$ cat src/rtl/iram_pkg.sv
// Shared types and constants for the IRAM fetch arbiter and its cores.
// Holds FSM encoding, bus width defaults and the core-side opcodes.
package iram_pkg;

  typedef enum logic [1:0] {
    IDLE = 2'd0,
    RUN  = 2'd1,
    DONE = 2'd2
  } state_t;

  localparam int ADDR_W_DEF = 16;
  localparam int DATA_W_DEF = 16;

  // Instruction words the cores decode; ENDOP halts a core.
  localparam logic [15:0] OP_NOP   = 16'd0;
  localparam logic [15:0] OP_LOAD  = 16'd3;
  localparam logic [15:0] OP_STORE = 16'd35;
  localparam logic [15:0] OP_ALU   = 16'd19;
  localparam logic [15:0] OP_BR    = 16'd99;
  localparam logic [15:0] OP_JMP   = 16'd111;
  localparam logic [15:0] ENDOP    = 16'd51;

endpackage

$ cat src/rtl/iram_fetch_arbiter_rr_picker.sv
// Round-robin first-one search: lowest set bit at or above ptr,
// wrapping modulo N.
module rr_picker #(
  parameter int N    = 4,
  parameter int ID_W = 2
) (
  input  logic [N-1:0]    eligible,
  input  logic [ID_W-1:0] ptr,
  output logic            found,
  output logic [ID_W-1:0] winner
);

  logic [2*N-1:0] dbl;
  logic [N-1:0]   rot;
  int             off;
  int             sum;

  always_comb begin
    dbl    = {eligible, eligible};
    rot    = N'(dbl >> ptr);
    found  = 1'b0;
    off    = 0;
    for (int k = N - 1; k >= 0; k--) begin
      if (rot[k]) begin
        found = 1'b1;
        off   = k;
      end
    end
    sum = int'(ptr) + off;
    if (sum >= N) begin
      sum = sum - N;
    end
    winner = ID_W'(sum);
  end

endmodule

$ cat src/rtl/iram_fetch_arbiter.sv
// Shares a registered-read IRAM among NUM_CORES fetch units and
// sequences a run from start until every enabled core has halted.
module iram_fetch_arbiter
  import iram_pkg::*;
#(
  parameter int NUM_CORES = 4,
  parameter int ADDR_W    = ADDR_W_DEF,
  parameter int DATA_W    = DATA_W_DEF
) (
  input  logic                        clk,
  input  logic                        rst,
  input  logic                        start,
  input  logic [NUM_CORES-1:0]        core_en,
  input  logic [NUM_CORES-1:0]        core_req,
  input  logic [NUM_CORES*ADDR_W-1:0] core_addr,
  input  logic [NUM_CORES-1:0]        core_halt,
  output logic [NUM_CORES-1:0]        core_gnt,
  output logic [NUM_CORES-1:0]        core_rvalid,
  output logic [DATA_W-1:0]           core_rdata,
  output logic [ADDR_W-1:0]           iram_addr,
  input  logic [DATA_W-1:0]           iram_rdata,
  output logic                        running,
  output logic                        all_done
);

  localparam int ID_W = $clog2(NUM_CORES);

  state_t state;
  state_t state_nx;

  logic [NUM_CORES-1:0] en_q;
  logic [NUM_CORES-1:0] halted;
  logic [NUM_CORES-1:0] eligible;
  logic [ID_W-1:0]      rr_ptr;
  logic [ID_W-1:0]      s1_id;
  logic [ID_W-1:0]      s2_id;
  logic [ID_W-1:0]      win;
  logic                 s1_valid;
  logic                 s2_valid;
  logic                 found;
  logic                 run;
  logic                 load;
  logic                 finished;

  logic [ADDR_W-1:0] addr_arr [NUM_CORES];

  always_comb begin
    for (int i = 0; i < NUM_CORES; i++) begin
      addr_arr[i] = core_addr[i*ADDR_W +: ADDR_W];
    end
  end

  assign run      = (state == RUN);
  assign finished = (&(halted | ~en_q)) & ~s1_valid & ~s2_valid;

  always_ff @(posedge clk) begin
    if (rst) begin
      state <= IDLE;
    end else begin
      state <= state_nx;
    end
  end

  always_comb begin
    state_nx = state;
    load     = 1'b0;
    unique case (state)
      IDLE, DONE: begin
        if (start) begin
          load     = 1'b1;
          state_nx = (core_en == '0) ? DONE : RUN;
        end
      end
      RUN: begin
        if (finished) begin
          state_nx = DONE;
        end
      end
      default: state_nx = IDLE;
    endcase
  end

  // A halt on the same edge as a request beats it; a visible grant
  // masks the core's not-yet-dropped request.
  always_comb begin
    eligible = '0;
    if (run) begin
      eligible = core_req & en_q & ~halted & ~core_gnt & ~core_halt;
    end
  end

  rr_picker #(
    .N    (NUM_CORES),
    .ID_W (ID_W)
  ) u_picker (
    .eligible (eligible),
    .ptr      (rr_ptr),
    .found    (found),
    .winner   (win)
  );

  always_ff @(posedge clk) begin
    if (rst) begin
      rr_ptr    <= '0;
      en_q      <= '0;
      halted    <= '0;
      s1_valid  <= 1'b0;
      s1_id     <= '0;
      s2_valid  <= 1'b0;
      s2_id     <= '0;
      iram_addr <= '0;
    end else begin
      if (load) begin
        en_q   <= core_en;
        halted <= '0;
      end else if (run) begin
        halted <= halted | (core_halt & en_q);
      end
      s1_valid <= found;
      s2_valid <= s1_valid;
      s2_id    <= s1_id;
      if (found) begin
        s1_id     <= win;
        iram_addr <= addr_arr[win];
        if (win == ID_W'(NUM_CORES - 1)) begin
          rr_ptr <= '0;
        end else begin
          rr_ptr <= win + ID_W'(1);
        end
      end
    end
  end

  always_comb begin
    core_gnt    = '0;
    core_rvalid = '0;
    for (int i = 0; i < NUM_CORES; i++) begin
      core_gnt[i]    = s1_valid & (s1_id == ID_W'(i));
      core_rvalid[i] = s2_valid & (s2_id == ID_W'(i));
    end
  end

  assign core_rdata = iram_rdata;
  assign running    = run;
  assign all_done   = (state == DONE);

endmodule

$ cat config.mk
export PLATFORM = sky130hd
export DESIGN_NAME = iram_fetch_arbiter
export DESIGN_NICKNAME = d
export VERILOG_FILES = /design/src/rtl/iram_pkg.sv /design/src/rtl/iram_fetch_arbiter_rr_picker.sv /design/src/rtl/iram_fetch_arbiter.sv
export SDC_FILE = /design/constraint.sdc
export NUM_CORES = 1
export LEC_CHECK = 0
export ABC_CLOCK_PERIOD_IN_PS = 7740
export BUFFER_PORTS_ARGS = -buffer_cell sky130_fd_sc_hd__buf_2
export CAP_MARGIN = 40
export CORE_MARGIN = 1
export CORE_UTILIZATION = 35
export DETAILED_ROUTE_END_ITERATION = 7
export GPL_TIMING_DRIVEN = 0
export HOLD_SLACK_MARGIN = 0.03
export PLACE_DENSITY = 0.62
export SETUP_SLACK_MARGIN = 0.05
export SLEW_MARGIN = 20
export SYNTH_ARGS = -nofsm -noshare
export SYNTH_HDL_FRONTEND = slang
export SYNTH_SLANG_ARGS = --single-unit
$ cat constraint.sdc
create_clock -name clk -period 7.74 [get_ports clk]
set_input_delay 1.935 -clock clk [delete_from_list [all_inputs] [get_ports clk]]
set_output_delay 1.935 -clock clk [all_outputs]
set_load 0.05 [all_outputs]
==> impl_metrics.py <==
metrics = {
    "setup_path": {
        "cp_data_arrival_time_ns": 6.03,
        "cp-start-kind": "primary input",
        "reg2reg_depth": 14,
        "cp_cell_sequence": "buf_2, nor4bb_1, and2_1, mux2i_1, a211oi_1, o22ai_1, o41ai_1, ha_1, clkbuf_1, buf_2, clkbuf_1, mux2i_1, nor3_1, nor4_1, o31ai_1",
        "rrSetupSlack_ns": 3.28,
        "regToRegEndpoint": "iram_addr[8]",
        "required_ns": 7.89,
        "crit_path_max_incr_delay_ns": 0.65,
        "path_class": "primary input to flop",
        "r2r_start": "en_q[3]",
        "end_kind": "flop",
        "crit_end": "iram_addr[8]",
        "startpoint": "core_halt[3]",
        "cpMaxStageDelayCell": "nor4_1",
        "cp_max_fo": 10,
    },
    "final_layout": {
        "fin_area_mm2": 0.00467,
        "postLayoutCoreUtil": 0.448,
        "area_growth_pct": 22.6,
        "final_cell_mix": "128 x buf_2, 45 x clkbuf_1, 39 x a21oi_1, 37 x mux2i_1, 35 x a211oi_1",
        "drive_above_1_share": 0.319,
        "nets": 726,
        "mostFrequentLayoutCell": "buf_2",
        "diodes": 0,
    },
    "power": {
        "p_leak_nw": 1.82,
        "total_power_uw": 503,
        "peakVddDrop_mv": 0.0579,
        "power.density_mw_per_mm2": 108,
    },
    "global_route": {
        "antenna_found_initial": 0,
        "grt_first_pass_wirelength_um": 21000,
        "grt_usage": 0.232,
        "gr-max-usage-layer": "met2",
        "grt_overflow": 0,
        "grt_pass1_vias": 4165,
        "use_met1": 0.301,
        "gr-usage-met2": 0.391,
        "grt_use_met3": 0.0294,
        "grt_max_degree": 12,
    },
    "sta": {
        "fin_setup_tns_ns": 0,
        "final.setup_skew_ns": 0.0106,
        "final_hold_viol_count": 0,
        "max_freq_mhz": 170,
        "setup_viol": 0,
        "rsz0062_at_grt": "no",
        "slew_viol_final": 0,
        "tightest_slew_ns": 0.764,
        "fin_hold_ws_ns": 0.493,
        "min_period_ns": 5.88,
        "period_share": 0.759,
        "slew_headroom": 0.490,
    },
    "routing": {
        "viasPerCell": 6.03,
        "ant_nets": 0,
        "routed_wl_um": 13500,
        "drc": 0,
        "dr.pass1.iters": 5,
        "via_count": 4624,
        "wire_per_inst_um": 17.6,
        "drtIter0Drc": 302,
    },
    "clock_tree": {
        "clk_pin_slew_ns": 0.08,
        "ctsHtreeMaxLevel": 2,
        "cts_sinks": 34,
        "clkLatencyLatePin_ns": 0.29,
        "cts-hold-fix-buffers": 0,
        "cts_resized": 0,
        "post_cts_buffers": 0,
        "numCtsBuffers": 5,
        "ctsRootBufferMaster": "clkbuf_8",
        "cts_tree": "yes",
        "clk_path_buf_depth": 2,
    },
    "job": {
        "cap_violations": 0,
    },
    "yosys": {
        "syn_area_per_cell_um2": 7.55,
        "synth_nets": 600,
        "ys_ff_latch": 34,
        "netlist_instances": 504,
        "yosysSeqAreaShare": 0.179,
        "synth_cell_type_count": 48,
        "synth_area_mm2": 0.00380,
        "yosys_warnings": 0,
        "synth_edf_count": 0,
        "ys.flop_type": "dfxtp_1",
        "async_reset_ff_frac": 0,
    },
    "floorplanning": {
        "io_pins": 137,
        "rows": 37,
        "die_w_um": 106,
        "die_y_um": 106,
        "core_area_mm2": 0.0104,
        "start_util": 0.365,
        "dieArea_mm2": 0.0113,
    },
    "placed_design": {
        "portBuffers": 119,
        "dp_hpwl_um": 10500,
        "dpl_cell_area_mm2": 0.00457,
        "gp_congestion": 0.899,
    },
    "hold_path": {
        "hold_path_class": "flop to flop",
    },
    "outcome": {
        "outcome": "finished, final reports clean",
    },
}
-- stage by stage --
step	instances	worst slack, ns
2_1_floorplan	504	2.90
3_3_place_gp	759	1.79
3_5_place_dp	759	1.71
4_1_cts	767	2.00
5_1_grt	767	1.67
6_report	767	1.86
-- worst min path at each step --
stage / startpoint / depth (start not counted) / slack (ns) / end
2_1_floorplan: s1_id[0] / 1 / 0.49 / s2_id[0]
3_3_place_gp: iram_addr[6] / 2 / 0.48 / iram_addr[6]
3_5_place_dp: iram_addr[7] / 2 / 0.48 / iram_addr[7]
4_1_cts: iram_addr[7] / 2 / 0.50 / iram_addr[7]
5_1_grt: iram_addr[10] / 2 / 0.53 / iram_addr[10]
6_report: iram_addr[7] / 2 / 0.49 / iram_addr[7]
-- cell usage after synthesis, types with 15 or more instances --
library cell,instances,share of area
mux2_2,32,0.095
nand2_1,34,0.034
nor2_1,20,0.020
buf_4,16,0.032
dfxtp_1,34,0.18
a211oi_1,35,0.069
a21oi_1,39,0.051
nor4_1,31,0.051
o31ai_1,32,0.063
nand3b_1,16,0.032
a31o_2,15,0.035
and3_1,17,0.028
mux2i_1,37,0.097
nor3_1,24,0.032
clkbuf_1,45,0.044
-- cell type report --
type	instances	area (um2)
multi-input combinational	387	2740
sequential	34	681
tap	136	170
timing repair buffer	119	596
clock inverter	2	12.5
inverter	11	41.3
clock buffer	6	82.6
buffer	72	342
fill	1100	5750
-- logic make-up after synthesis --
logic type	Yosys count	synth area share
simple gates	168	0.248
mux	69	0.192
flops	34	0.179
fa+ha+maj	1	0.00329
buf+inv	83	0.101
compound gates	149	0.277
-- power breakdown --
group | total [mW] | leakage (nW) | internal (mW) | switching (mW)
sequential | 0.183 | 0.275 | 0.179 | 0.00386
combinational | 0.181 | 1.50 | 0.0631 | 0.118
clock | 0.139 | 0.0472 | 0.0715 | 0.0670
total | 0.503 | 1.82 | 0.314 | 0.189
-- registers in the layout, summed over array words and instances (netlist names) --
| name | count |
|---|---|
| s2_valid | 1 |
| iram_addr | 16 |
| s1_valid | 1 |
| s1_id | 2 |
| rr_ptr | 2 |
| s2_id | 2 |
| en_q | 4 |
| halted | 4 |
| state | 2 |
-- worst max-delay path, delay by kind of cell --
family | cells | cell delay [ns]
simple gates | 4 | 1.55
buf+inv | 4 | 1.24
compound gates | 4 | 0.60
mux | 2 | 0.47
fa+ha+maj | 1 | 0.22
-- layer usage --
metal	vias up	part of all wire
li1	2179	-
met1	2149	0.41
met2	263	0.47
met3	33	0.087
met4	0	0.033
met5	-	0
No activity file was read; power rests on OpenSTA's default activity.
